===== config.mk =====
export PLATFORM = sky130hd
export DESIGN_NAME = sipo_block_assembler
export DESIGN_NICKNAME = d
export VERILOG_FILES = /design/src/rtl/sipo_block_assembler.sv
export SDC_FILE = /design/constraint.sdc
export NUM_CORES = 1
export LEC_CHECK = 0
export ABC_AREA = 1
export BUFFER_PORTS_ARGS = -buffer_cell sky130_fd_sc_hd__buf_2
export CAP_MARGIN = 25
export CORE_AREA = 2 2 130 163
export CTS_BUF_LIST = sky130_fd_sc_hd__clkbuf_4 sky130_fd_sc_hd__clkbuf_8 sky130_fd_sc_hd__clkbuf_16
export DETAILED_ROUTE_END_ITERATION = 12
export DIE_AREA = 0 0 132 165
export PLACE_DENSITY = 0.78
export SLEW_MARGIN = 20
export SYNTH_ARGS = -nofsm -noshare
export SYNTH_HDL_FRONTEND = slang
export SYNTH_SLANG_ARGS = --single-unit
export TNS_END_PERCENT = 50

===== constraint.sdc =====
create_clock -name clk -period 4.9 [get_ports clk]
set_input_delay 0.49 -clock clk [delete_from_list [all_inputs] [get_ports clk]]
set_output_delay 0.49 -clock clk [all_outputs]
set_load 0.02 [all_outputs]

===== src/rtl/sipo_block_assembler.sv =====
// Collects UART RX bytes into one wide block, first byte in the MSBs, and presents it with
// valid/ready. Stale partial blocks are dropped after an idle timeout; bytes lost while full are flagged.
module sipo_block_assembler #(
    parameter int unsigned BLOCK_BYTES    = 16,
    parameter int unsigned TIMEOUT_CYCLES = 100000
) (
    input  logic                       clk,
    input  logic                       reset,
    input  logic                       byte_valid,
    input  logic [7:0]                 byte_in,
    input  logic                       block_ready,
    input  logic                       clr_overrun,
    output logic [8*BLOCK_BYTES-1:0]   parallel_out,
    output logic                       block_valid,
    output logic [4:0]                 byte_count,
    output logic                       overrun,
    output logic                       timeout
);

    localparam int unsigned DATA_W    = 8 * BLOCK_BYTES;
    localparam int unsigned HIST_W    = DATA_W - 8;
    localparam int unsigned CNT_W     = 5;
    localparam int unsigned LAST_BYTE = BLOCK_BYTES - 1;
    localparam int unsigned IDLE_W    = (TIMEOUT_CYCLES > 0) ? $clog2(TIMEOUT_CYCLES + 1) : 1;
    localparam int unsigned TO_LAST   = (TIMEOUT_CYCLES > 0) ? TIMEOUT_CYCLES - 1 : 0;

    typedef enum logic {
        S_COLLECT = 1'b0,
        S_FULL    = 1'b1
    } state_t;

    state_t              state_q, state_d;
    logic [HIST_W-1:0]   shift_q, shift_d;
    logic [DATA_W-1:0]   parallel_out_q, parallel_out_d;
    logic                block_valid_q, block_valid_d;
    logic [CNT_W-1:0]    byte_count_q, byte_count_d;
    logic                overrun_q, overrun_d;
    logic                timeout_q, timeout_d;
    logic [IDLE_W-1:0]   idle_q, idle_d;
    logic [DATA_W-1:0]   shifted;

    // Only the previous BLOCK_BYTES-1 bytes need storing; the newest byte completes the block.
    assign shifted = {shift_q, byte_in};

    always_comb begin
        state_d        = state_q;
        shift_d        = shift_q;
        parallel_out_d = parallel_out_q;
        block_valid_d  = block_valid_q;
        byte_count_d   = byte_count_q;
        overrun_d      = overrun_q;
        timeout_d      = 1'b0;
        idle_d         = idle_q;

        if (clr_overrun) begin
            overrun_d = 1'b0;
        end

        case (state_q)
            S_COLLECT: begin
                if (byte_valid) begin
                    shift_d = shifted[HIST_W-1:0];
                    idle_d  = '0;
                    if (byte_count_q == CNT_W'(LAST_BYTE)) begin
                        parallel_out_d = shifted;
                        block_valid_d  = 1'b1;
                        byte_count_d   = '0;
                        state_d        = S_FULL;
                    end else begin
                        byte_count_d = byte_count_q + CNT_W'(1);
                    end
                end else if (TIMEOUT_CYCLES != 0 && byte_count_q != '0) begin
                    if (idle_q == IDLE_W'(TO_LAST)) begin
                        byte_count_d = '0;
                        shift_d      = '0;
                        timeout_d    = 1'b1;
                        idle_d       = '0;
                    end else if (idle_q != '1) begin
                        idle_d = idle_q + IDLE_W'(1);
                    end
                end
            end
            S_FULL: begin
                if (block_ready) begin
                    block_valid_d = 1'b0;
                    state_d       = S_COLLECT;
                    // A byte arriving with the handshake starts the next block.
                    if (byte_valid) begin
                        shift_d      = shifted[HIST_W-1:0];
                        byte_count_d = CNT_W'(1);
                        idle_d       = '0;
                    end
                end else if (byte_valid) begin
                    overrun_d = 1'b1;
                end
            end
            default: begin
                state_d = S_COLLECT;
            end
        endcase
    end

    always_ff @(posedge clk) begin
        if (reset) begin
            state_q        <= S_COLLECT;
            shift_q        <= '0;
            parallel_out_q <= '0;
            block_valid_q  <= 1'b0;
            byte_count_q   <= '0;
            overrun_q      <= 1'b0;
            timeout_q      <= 1'b0;
            idle_q         <= '0;
        end else begin
            state_q        <= state_d;
            shift_q        <= shift_d;
            parallel_out_q <= parallel_out_d;
            block_valid_q  <= block_valid_d;
            byte_count_q   <= byte_count_d;
            overrun_q      <= overrun_d;
            timeout_q      <= timeout_d;
            idle_q         <= idle_d;
        end
    end

    assign parallel_out = parallel_out_q;
    assign block_valid  = block_valid_q;
    assign byte_count   = byte_count_q;
    assign overrun      = overrun_q;
    assign timeout      = timeout_q;

endmodule


==> impl_metrics.ini <==
[power_and_ir_drop]
switchingPower_uw = 994
p_seq_share_pct = 51.5
power_frac_clock_pct = 44.9
power.density_nw_per_um2 = 390
p_leak_nw = 4.45
switching_share_pct = 22.8
p_comb_share_pct = 3.6
p_int_mw = 3.37
peakVddDrop_mv = 0.302

[yosys]
mappedNetlistArea_sq_um = 9580
ys_seq_elements = 274
synth_ff_type = dfxtp_1
synth_edf_count = 0
synth_area_leader_cell = dfxtp_1
syn_inst = 1123
synth.avg_cell_area_sq_um = 8.53
synthTopCellsByCount = 274 x dfxtp_1, 137 x o21ai_0, 136 x a21oi_1
ys_types = 29
synth_most_common_cell = dfxtp_1
ys_seq_area_share_pct = 57.3
yosys_warnings = 0
synthTopCellsByArea = dfxtp_1 57%, o21ai_0 7.2%, a21oi_1 7.1%
yosys.area.top_type_share_pct = 57.3
async_flop_share_pct = 0
synth_fp_nets = 1140

[sta]
max_freq_mhz = 342
setup_tns_ns = 0
drv_slew = 0
slew_headroom_pct = 34.1
finalHoldViolCount = 0
fin_crit_ns = 2.92
whs_ns = 0.218
rsz0062_at_grt = false
fin_skew_ns = 0.0280
setup-violations-final = 0
worst_pin_slew_ns = 0.989
fin_crit_sh_pct = 59.6

[worst_setup_path]
cp_top_family = buffers and inverters
critical_path.startpoint = byte_count[1]
crit_chain = ha_1 > nand2_1 > inv_1 > nand2_1 > nor2_4 > nand2_2 > inv_6 > buf_12 > o21ai_0 > a21oi_1
crit_top_cell = nand2_1
critical_path_class = reg -> reg
cpPeakStageDelay_ns = 0.82
cp_max_fo = 161
cp.required_ns = 5.36
cp-end-kind = register
r2r_slack_ns = 1.98
cp-start-kind = register
path_buf_inv = 3
cp_slowest_cell = inv_6
critical_path_arrival_ns = 3.39
r2r_start = byte_count[1]

[run_status]
status = complete, no violations

[clock_tree]
cts.sinks = 274
clkSlewWorstSetupHoldPaths_ns = 0.06
cts_setup_buffers = 0
clock_latency_ns = 0.53
ctsHoldBuffers = 0
cts_buffers = 26
clockBufferDepth = 3
cts-root-buf = clkbuf_16
h-tree-depth = 1
cts_tree = built
cts_resized = 0

[detailed_routing]
ant_nets = 0
wirelength_um = 22500
vias = 7894
dr.pass1.iters = 7
routedWlPerCell_um = 14.9
routed_via_density = 5.21
drc = 0
dr.first_iter.drc_count = 602

[final_layout]
antenna_cells = 0
drive_gt1_share_pct = 17.2
multi_input_area_sq_um = 3230
instances_no_fill = 1515
syn_to_final_growth_pct = 16.5
nNetsFinal = 1243
seq_area_sq_um = 5490
fillCellCount = 1808

[floorplanning]
die_area_sq_um = 21800
ioPinCount = 149
die_h_um = 165
start_util_pct = 47.7
core-area_sq_um = 20100
fp.dieW_um = 132
num_rows = 58

[place]
place.gp.congestion = 0.919
place_inst = 1468
io_buffers = 148
dp_hpwl_um = 14200

[grt]
grt_antenna_before_repair = 0
grt_pass1_wl_um = 36500
track_usage_pct = 20.1
overflow = 0
grt_pass1_vias = 7265
grt_max_degree = 162

[worst_hold_path]
hold_path.class = in -> reg
worstHoldStart = clr_overrun

[job]
max-cap-violations = 0
[worst min-delay path, cell delays in order]
cell     delay (ns)
buf_2          0.07
inv_1          0.03
nand2_1        0.04
a21oi_1        0.05
[flip-flops by register name, summed over array words and instances, names as in the netlist]
name          flops
parallel_out    128
shift_q         120
idle_q           17
byte_count        5
block_valid       1
overrun           1
state_q           1
timeout           1
[per-layer routing]
metal	wire length, um	GRT usage (%)
met1	9940	25.9
met3	1420	4.45
met5	0	0
met2	10700	34.5
met4	434	5.09
[worst paths after layout]
kind	endpoint	cells after the start
worst max-delay path	parallel_out[55]	10
worst min-delay path	overrun	4
worst max register to register	parallel_out[55]	10
worst min register to register	overrun	2
[layout by cell type, fill, tap and decap left out, drive strengths merged]
| cell | Yosys | final |
|---|---|---|
| a21boi | 1 | 1 |
| a21oi | 136 | 136 |
| buf | 46 | 151 |
| bufinv | 0 | 1 |
| clkbuf | 30 | 31 |
| clkinv | 0 | 10 |
| clkinvlp | 0 | 4 |
| dfxtp | 274 | 274 |
| ha | 4 | 4 |
| inv | 129 | 130 |
| nand2 | 81 | 81 |
| nand3 | 64 | 64 |
| nand4 | 8 | 8 |
| nor2 | 107 | 107 |
| nor3 | 1 | 1 |
| nor4 | 1 | 1 |
| nor4b | 1 | 1 |
| o211ai | 2 | 2 |
| o21ai | 149 | 149 |
| o22ai | 79 | 79 |
| o31ai | 5 | 5 |
| xnor2 | 1 | 1 |
| xor2 | 4 | 4 |
[stage by stage]
| step | power, mW | setup slack, ns | util, % | area, sq um |
|---|---|---|---|---|
| 6_report | 4.36 | 1.98 | 55.5 | 11200 |
| 5_1_grt | 4.50 | 1.54 | 55.5 | 11200 |
| 3_3_place_gp | 2.45 | 1.96 | 51.3 | 10300 |
| 4_1_cts | 4.39 | 1.93 | 55.5 | 11200 |
| 3_5_place_dp | 2.45 | 1.93 | 51.3 | 10300 |
| 2_1_floorplan | 2.42 | 2.98 | - | 9580 |
[logic make-up (layout without fill, tap and decap cells)]
family / Yosys count / in the layout / synth area share (%)
compound gates: 372 / 372 / 20.7
flops: 274 / 274 / 57.3
simple gates: 263 / 263 / 11.9
buf+inv: 205 / 327 / 9.16
xor+xnor: 5 / 5 / 0.457
fa+ha+maj: 4 / 4 / 0.522
[final cells by class]
cell class                      count  share of cell area [%]
Timing Repair Buffer              151                    6.95
Sequential cell                   274                    49.1
Clock inverter                     16                    1.26
Tap cell                          270                    3.03
Multi-Input combinational cell    644                    28.9
Inverter                          129                    4.40
Clock buffer                       31                    6.33
[power groups by stage]
stage	clock (mW)	sequential (mW)	combinational (mW)
global route	2.08	2.24	0.175
floorplan	0	2.29	0.124
detailed placement	0	2.29	0.160
CTS	1.99	2.24	0.160
finish	1.96	2.24	0.158
global placement	0	2.29	0.158
No activity file was read; power rests on OpenSTA's default activity.
